$ cat config.mk
export PLATFORM = sky130hd
export DESIGN_NAME = tw_factor_gen
export DESIGN_NICKNAME = d
export VERILOG_FILES = /design/src/rtl/tw_pkg.sv /design/src/rtl/tw_quarter_rom.sv /design/src/rtl/tw_factor_gen.sv
export SDC_FILE = /design/constraint.sdc
export NUM_CORES = 1
export LEC_CHECK = 0
export ABC_AREA = 1
export CAP_MARGIN = 20
export CORE_MARGIN = 4
export CORE_UTILIZATION = 65
export DETAILED_ROUTE_END_ITERATION = 10
export PLACE_DENSITY = 0.9
export SLEW_MARGIN = 40
export SYNTH_ARGS = -nofsm -noshare
export SYNTH_HDL_FRONTEND = slang
export SYNTH_HIERARCHICAL = 1
export SYNTH_SLANG_ARGS = --single-unit
export TNS_END_PERCENT = 1
$ cat constraint.sdc
create_clock -name clk -period 5.37 [get_ports clk]
set_clock_uncertainty 0.2 [all_clocks]
set_input_delay 1.074 -clock clk [delete_from_list [all_inputs] [get_ports clk]]
set_output_delay 1.074 -clock clk [all_outputs]
set_load 0.01 [all_outputs]
$ cat src/rtl/tw_pkg.sv
`default_nettype none
// ============================================================================
// Module      : tw_pkg
// Description : Shared FSM encoding and quarter-wave sine table builder for
//               the FFT twiddle generator.
// Revision    : 1.0
// ============================================================================
package tw_pkg;

    typedef enum logic [1:0] {
        ST_IDLE  = 2'd0,
        ST_RUN   = 2'd1,
        ST_DRAIN = 2'd2
    } tw_state_e;

    localparam int     c_frac    = 28;
    localparam longint c_one_q28 = 64'sd1 << c_frac;
    localparam longint c_pi_q28  = 64'sd843314856;

    // round(2^(wl-2) * sin(2*pi*idx/2^log2n)) via Q28 Taylor series, so
    // the table folds to constants without relying on real-valued math.
    function automatic int q_entry(input int log2n, input int wl, input int idx);
        longint x;
        longint x2;
        longint term;
        longint acc;
        x    = (c_pi_q28 * 2 * longint'(idx)) >>> log2n;
        x2   = (x * x) / c_one_q28;
        term = x;
        acc  = x;
        for (int n = 1; n < 12; n++) begin
            term = -(((term * x2) / c_one_q28) / longint'((2 * n) * (2 * n + 1)));
            acc  = acc + term;
        end
        return int'((acc * (longint'(1) << (wl - 2)) + (c_one_q28 >>> 1)) >>> c_frac);
    endfunction

endpackage : tw_pkg
`default_nettype wire

$ cat src/rtl/tw_quarter_rom.sv
`default_nettype none
// ============================================================================
// Module      : tw_quarter_rom
// Description : Dual-read N/4+1 entry quarter-wave sine table, registered read.
// Revision    : 1.0
// ============================================================================
module tw_quarter_rom
    import tw_pkg::*;
#(
    parameter int LOG2N = 8,
    parameter int WL    = 14
) (
    input  logic                 clk,
    input  logic                 rst_n,
    input  logic                 en,
    input  logic [LOG2N-2:0]     addr_a,
    input  logic [LOG2N-2:0]     addr_b,
    output logic signed [WL-1:0] q_a,
    output logic signed [WL-1:0] q_b
);

    localparam int c_depth = (1 << (LOG2N - 2)) + 1;

    logic signed [WL-1:0] w_rom [0:c_depth-1];

    for (genvar gi = 0; gi < c_depth; gi++) begin : g_rom
        localparam logic signed [WL-1:0] c_q = WL'(q_entry(LOG2N, WL, gi));
        assign w_rom[gi] = c_q;
    end

    always_ff @(posedge clk or negedge rst_n) begin
        if (!rst_n) begin
            q_a <= '0;
            q_b <= '0;
        end else if (en) begin
            q_a <= w_rom[addr_a];
            q_b <= w_rom[addr_b];
        end
    end

endmodule : tw_quarter_rom
`default_nettype wire

$ cat src/rtl/tw_factor_gen.sv
`default_nettype none
// ============================================================================
// Module      : tw_factor_gen
// Description : Radix-2 FFT/IFFT twiddle sequencer with 2-stage stallable
//               pipeline over a quarter-wave table.
// Revision    : 1.0
// ============================================================================
module tw_factor_gen
    import tw_pkg::*;
#(
    parameter int LOG2N = 8,
    parameter int WL    = 14
) (
    input  logic                       clk,
    input  logic                       rst_n,
    input  logic                       start,
    input  logic [$clog2(LOG2N)-1:0]   stage,
    input  logic                       inverse,
    input  logic                       rdy_in,
    output logic                       busy,
    output logic                       tw_valid,
    output logic signed [WL-1:0]       cos_data,
    output logic signed [WL-1:0]       sin_data,
    output logic                       tw_last,
    output logic                       done,
    output logic                       err
);

    localparam int c_sw = $clog2(LOG2N);
    localparam int c_kw = LOG2N - 1;
    localparam logic [c_kw-1:0] c_quarter = c_kw'(1 << (LOG2N - 2));
    localparam logic [c_kw-1:0] c_ones    = '1;

    tw_state_e            r_state;
    logic [c_kw-1:0]      r_k;
    logic [c_sw-1:0]      r_s;
    logic                 r_inv;
    logic                 r_busy;
    logic                 r_done;
    logic                 r_err;

    logic                 r_valid1;
    logic                 r_last1;
    logic [c_kw-1:0]      r_cos_addr1;
    logic [c_kw-1:0]      r_sin_addr1;
    logic                 r_cos_neg1;
    logic                 r_sin_neg1;
    logic                 r_valid2;
    logic                 r_last2;
    logic                 r_cos_neg2;
    logic                 r_sin_neg2;

    logic                 w_adv;
    logic                 w_issue;
    logic                 w_accept_last;
    logic [c_kw-1:0]      w_mask;
    logic [c_sw-1:0]      w_shamt;
    logic [c_kw-1:0]      w_e;
    logic [c_kw-1:0]      w_cos_addr;
    logic [c_kw-1:0]      w_sin_addr;
    logic                 w_cos_neg;
    logic signed [WL-1:0] w_cos_q;
    logic signed [WL-1:0] w_sin_q;

    assign w_adv         = ~r_valid2 | rdy_in;
    assign w_issue       = (r_state == ST_RUN) && w_adv;
    assign w_accept_last = r_valid2 && r_last2 && rdy_in;

    always_ff @(posedge clk or negedge rst_n) begin
        if (!rst_n) begin
            r_state <= ST_IDLE;
            r_k     <= '0;
            r_s     <= '0;
            r_inv   <= 1'b0;
            r_busy  <= 1'b0;
            r_done  <= 1'b0;
            r_err   <= 1'b0;
        end else begin
            r_done <= 1'b0;
            r_err  <= 1'b0;
            case (r_state)
                ST_IDLE: begin
                    if (start) begin
                        if (32'(stage) < LOG2N) begin
                            r_s     <= stage;
                            r_inv   <= inverse;
                            r_k     <= '0;
                            r_state <= ST_RUN;
                            r_busy  <= 1'b1;
                        end else begin
                            r_err <= 1'b1;
                        end
                    end
                end
                ST_RUN: begin
                    if (w_adv) begin
                        r_k <= r_k + 1'b1;
                        if (r_k == c_ones) begin
                            r_state <= ST_DRAIN;
                        end
                    end
                end
                ST_DRAIN: begin
                    if (w_accept_last) begin
                        r_state <= ST_IDLE;
                        r_busy  <= 1'b0;
                        r_done  <= 1'b1;
                    end
                end
                default: begin
                    r_state <= ST_IDLE;
                    r_busy  <= 1'b0;
                end
            endcase
        end
    end

    // A shift of c_kw clears the all-ones word, so the last stage masks nothing.
    assign w_mask  = ~(c_ones << r_s);
    assign w_shamt = c_sw'(c_kw) - r_s;
    assign w_e     = (r_k & w_mask) << w_shamt;

    always_comb begin
        w_cos_addr = '0;
        w_sin_addr = '0;
        w_cos_neg  = 1'b0;
        if (w_e <= c_quarter) begin
            w_cos_addr = c_quarter - w_e;
            w_sin_addr = w_e;
        end else begin
            w_cos_addr = w_e - c_quarter;
            w_cos_neg  = 1'b1;
            // N/2 is 2^c_kw, so N/2 - e wraps to the two's complement of e.
            w_sin_addr = -w_e;
        end
    end

    always_ff @(posedge clk or negedge rst_n) begin
        if (!rst_n) begin
            r_valid1    <= 1'b0;
            r_last1     <= 1'b0;
            r_cos_addr1 <= '0;
            r_sin_addr1 <= '0;
            r_cos_neg1  <= 1'b0;
            r_sin_neg1  <= 1'b0;
            r_valid2    <= 1'b0;
            r_last2     <= 1'b0;
            r_cos_neg2  <= 1'b0;
            r_sin_neg2  <= 1'b0;
        end else if (w_adv) begin
            r_valid1 <= w_issue;
            r_last1  <= w_issue && (r_k == c_ones);
            if (w_issue) begin
                r_cos_addr1 <= w_cos_addr;
                r_sin_addr1 <= w_sin_addr;
                r_cos_neg1  <= w_cos_neg;
                r_sin_neg1  <= ~r_inv;
            end
            r_valid2   <= r_valid1;
            r_last2    <= r_last1;
            r_cos_neg2 <= r_cos_neg1;
            r_sin_neg2 <= r_sin_neg1;
        end
    end

    tw_quarter_rom #(
        .LOG2N (LOG2N),
        .WL    (WL)
    ) u_rom (
        .clk    (clk),
        .rst_n  (rst_n),
        .en     (w_adv),
        .addr_a (r_cos_addr1),
        .addr_b (r_sin_addr1),
        .q_a    (w_cos_q),
        .q_b    (w_sin_q)
    );

    assign cos_data = r_cos_neg2 ? -w_cos_q : w_cos_q;
    assign sin_data = r_sin_neg2 ? -w_sin_q : w_sin_q;
    assign tw_valid = r_valid2;
    assign tw_last  = r_last2;
    assign busy     = r_busy;
    assign done     = r_done;
    assign err      = r_err;

endmodule : tw_factor_gen
`default_nettype wire

======== After elaboration in Yosys (flattened, before gate mapping) ========
Memory sizes are Yosys's and may differ from the RTL's. A register that Yosys moved wholly into a read port is not among the register bits.
Index checks and enable logic that the tools add are counted.
W data, S select, Z words.
word-level totals
  bits in writable memories ............... 0
  memory bits (read-only) ................. 3,584
  memories kept ........................... 2
  bits of input ports ..................... 8
  flip-flop bits (word level) ............. 37
  bits in latches ......................... 0
memories
  name              words  width  rd ports  clocked after memory_dff  write ports  RTL line              text
  (name not given)  128    14     1         1                         0            tw_quarter_rom.sv:37  q_b <= w_rom[addr_b];
  (name not given)  128    14     1         1                         0            tw_quarter_rom.sv:36  q_a <= w_rom[addr_a];
operators by class
  bitwise gates (word level) .............. 8
  multipliers ............................. 0
  muxes and demuxes ....................... 18
  eq/ne operators ......................... 7
  order comparisons ....................... 1
  shifts and indexed selects .............. 2
  $add $sub $neg .......................... 7
  divide/modulo/power cells ............... 0
  reduce and logical (&&, ||, !) cells .... 13
operator list
  operator               number
  $mux W14               2
  $mux W7                4
  $neg A14 Y14           2
  $not A7 Y8             2
  $pmux W7 S2            1
  $mux W2                4
  $add A7 B1 Y7 const B  1
  $and A7 B7 Y7          1
  $eq A7 B7 Y1 const B   1
  $le A7 B7 Y1 const B   1
  $neg A7 Y7             1
  $not A7 Y7             1
  $shl A7 B3 Y7          1
  $shl A7 B3 Y7 const A  1
  $sub A7 B7 Y7 const A  1
  $sub A7 B7 Y7 const B  1
  $ne A2 B2 Y1 const B   3
  $pmux W2 S3            1
  $reduce_and A3 Y1      2
  $mux W1                5
  $logic_and A1 B1 Y1    4
  $reduce_and A2 Y1      2
  $reduce_and A4 Y1      1
  $not A1 Y1             3
  other kinds (9)        10

======== Logic depth before layout (Yosys ltp) ========
  depth in word-level cells ............... 6
  depth in mapped cells ................... 13
  mapped depth without buffers ............ 13

======== By module ========
Netlist, hierarchy kept.
modules (own cells, without submodules)
  module          seq. area each (um^2)  area an instance (um^2)  instances  cells each
  tw_quarter_rom  650.6                  3,080.5                  1          532
  tw_factor_gen   900.9                  2,607.5                  1          357

======== Least setup slack after synthesis ========
OpenSTA, ideal clock, no wires.
  path type ............................... register to output
  from .................................... register u_rom.q_b[0]
  to ...................................... output port sin_data[10]
  setup slack ............................. 2,706 ps
  data arrival time ....................... 1,390 ps
  cell stages (with the launch flop) ...... 9
  cells stage by stage .................... dfrtp_1 inv_1 ha_1 inv_1 nor3_1 a21oi_1 inv_1 o21ai_0 xor2_1
on the way
  word-level cells in the longest chain between the ends .. 2
RTL lines
  item          RTL line              text
  from (decl)   tw_quarter_rom.sv:19  output logic signed [WL-1:0] q_b
  $neg A14 Y14  tw_factor_gen.sv:180  assign sin_data = r_sin_neg2 ? -w_sin_q : w_sin_q;
  $mux W14      tw_factor_gen.sv:180
  to (decl)     tw_factor_gen.sv:23   output logic signed [WL-1:0] sin_data,
Every way passes these cells.

======== Worst setup path after layout ========
  from .................................... register u_rom.q_b[0]
  to ...................................... output port sin_data[12]
Same word-level chain as after synthesis.

==> impl_metrics.json <==
{
  "fin_area_sq_um": 6190,
  "holdCritPathClass": "flip-flop to flip-flop",
  "antenna_found_initial": 0,
  "drt_pass1_iterations": 6,
  "hold_viol_final": 0,
  "crit_path_end_kind": "output pin",
  "clk_latency_ps": 360,
  "grt_util_met2": 0.488,
  "final_cell_mix": "286 x nand2_1, 107 x nand3_1, 82 x inv_1, 72 x nor2_1, 64 x o21ai_0",
  "rows": 33,
  "worst-path-max-fanout": 3,
  "ys_seq_elements": 62,
  "worstReg2RegEnd": "u_rom/q_a[7]",
  "wirelength_um": 15800,
  "yosysUniqueCellTypes": 41,
  "period_share": 0.671,
  "maxCapViolCount": 0,
  "viasPerCell": 6.05,
  "syn-cell-area_sq_um": 5690,
  "tns_ps": 0,
  "wire_per_inst_um": 15.6,
  "grt_busiest_layer": "met2",
  "worst_hold_startpoint": "r_valid1",
  "slew_viol_final": 0,
  "synth-edff-count": 0,
  "vias": 6161,
  "vdd_drop_max_mv": 0.410,
  "postCtsHoldBufs": 0,
  "crit_path_start_kind": "flip-flop",
  "ys_warn_count": 6,
  "start_util": 0.679,
  "cts_tree": "done",
  "drc_errors": 0,
  "clockBufferDepth": 2,
  "antenna_cells": 0,
  "p_leak_nw": 3.18,
  "ff2ff_setup_slack_ps": 2760,
  "critPathKind": "flip-flop to output pin",
  "dpl-instance-area_sq_um": 5990,
  "power_per_cell_area_nw_per_um2": 712,
  "synthArstFlopShare": 1.00,
  "rsz0062_at_grt": "false",
  "die_area_sq_um": 10300,
  "cts_resized": 0,
  "required_ps": 4100,
  "grt_pass1_wl_um": 26500,
  "io_pins": 41,
  "dp_hpwl_um": 11600,
  "cts-buffers-inserted": 9,
  "io_buffers": 39,
  "min_to": "tw_valid",
  "dominantRegCellSynth": "dfrtp_1",
  "r2r-start": "r_cos_addr1[0]",
  "whs_path_depth": 2,
  "ff2ff_path_depth": 11,
  "drt_iter0_markers": 755,
  "grt_max_degree": 63,
  "grt_use_met1": 0.462,
  "synth_cells": 889,
  "status": "finished clean",
  "worst_pin_slew_ps": 811,
  "layout_commonest_cell": "nand2_1",
  "drive_above_1_share": 0.0635,
  "overflow": 0,
  "die_w_um": 102,
  "setup_violations": 0,
  "htreeDepth": 3,
  "grt_usage": 0.318,
  "postRouteAntennaNets": 0,
  "avgSynthCellArea_sq_um": 6.40,
  "fin_nets": 945,
  "setup_ws_ps": 1770,
  "worst-endpoint-arrival_ps": 2330,
  "gp_congestion": 0.995,
  "fin_crit_ps": 3600,
  "relSlewSlack": 0.459,
  "grt_pass1_vias": 5554,
  "synth-seq-area-share": 0.273,
  "detailedPlace.worstSlack_ps": 1950,
  "cts-root-buf": "clkbuf_8",
  "cts.sinks": 62,
  "cts_setup_buffers": 0,
  "clk_pin_slew_worst_paths_ps": 70,
  "globalRouteMet3Util": 0.0523,
  "dieHeight_um": 102,
  "fmax_mhz": 277,
  "area_delta_synth_final_pct": 8.82,
  "core_sq_um": 8380
}
==> state kept, by name, indices dropped and copies added, names as in the netlist <==
name         cells
tw_last          1
tw_valid         1
u_rom/q_b       13
r_cos_addr1      7
r_valid1         1
r_sin_addr1      6
r_sin_neg1       1
r_state          2
u_rom/q_a       13
busy             1
r_inv            1
r_k              7
r_last1          1
r_sin_neg2       1
r_cos_neg2       1
done             1
r_cos_neg1       1
r_s              3
==> routing by layer <==
| layer | vias to the layer above | part of all wire |
|---|---|---|
| li1 | 2914 | - |
| met4 | 0 | 0.021 |
| met1 | 2819 | 0.43 |
| met5 | - | 0 |
| met3 | 54 | 0.10 |
| met2 | 374 | 0.45 |
==> report_power, final <==
part	internal [mW]	total (mW)	leakage (nW)	switching, mW
registers	0.660	1.07	0.765	0.409
logic	1.12	2.93	2.31	1.81
clock network	0.213	0.407	0.100	0.194
==> synthesized netlist by cell type, types with 4 or more instances <==
master	n	area [sq um]
nor2_1	72	270
nand2_2	9	56.3
buf_2	12	60.1
nand4_1	8	50.1
dfrtp_1	62	1550
nor2_2	5	31.3
ha_1	29	363
a31oi_1	6	37.5
inv_2	7	26.3
nand2_1	286	1070
o21ai_0	64	320
nand3_2	6	60.1
buf_6	7	78.8
clkbuf_1	6	22.5
nor3_1	8	40.0
nand3_1	107	536
o211ai_1	7	52.6
o21ai_1	4	20.0
a21oi_1	40	200
xor2_1	25	219
nand2_4	4	45.0
inv_1	82	308
buf_4	8	60.1
==> final cells by class <==
class / instances / area, sq um
tap: 105 / 131
clock buffer: 10 / 128
multi-input combinational: 699 / 3540
inverter: 96 / 378
clock inverter: 6 / 62.6
timing repair buffer: 40 / 397
fill: 646 / 2190
sequential: 62 / 1550
==> kinds of logic after synthesis <==
kind of cell               after synthesis  share of synthesized area
buffers and inverters                  129                      0.105
other                                    2                    0.00132
adders and majority gates               29                     0.0638
DFF                                     62                      0.273
and+or+nand+nor                        513                      0.392
AOI/OAI and AO/OA                      127                      0.123
xor gates and xnor gates                27                     0.0416
==> worst max-delay path, cell delays in order (launching register included) <==
cell and delay (ps):
dfrtp_1 400, inv_1 110, ha_1 160, inv_1 50, nor3_1 190, a21oi_1 150
a21oi_1 170, xor2_1 180, clkdlybuf4s50_1 560
==> worst max path at each step <==
stage	slack, ps	cells past startpoint	end	startpoint
2_1_floorplan	2710	8	sin_data[10]	u_rom/q_b[0]
3_3_place_gp	2070	9	u_rom/q_a[9]	rdy_in
3_5_place_dp	1950	9	u_rom/q_a[9]	rdy_in
4_1_cts	1750	8	sin_data[12]	u_rom/q_b[0]
5_1_grt	1560	9	sin_data[10]	u_rom/q_b[0]
6_report	1770	8	sin_data[12]	u_rom/q_b[0]
==> per-stage QoR <==
stage	util	instances	power [mW]	hold slack (ps)
floorplan	-	890	3.02	220
global placement	0.715	1002	3.81	255
detailed placement	0.715	1002	3.91	251
CTS	0.738	1018	4.32	263
global route	0.738	1018	4.77	296
finish	0.738	1018	4.41	260
Power figures use the tool's default switching activity.
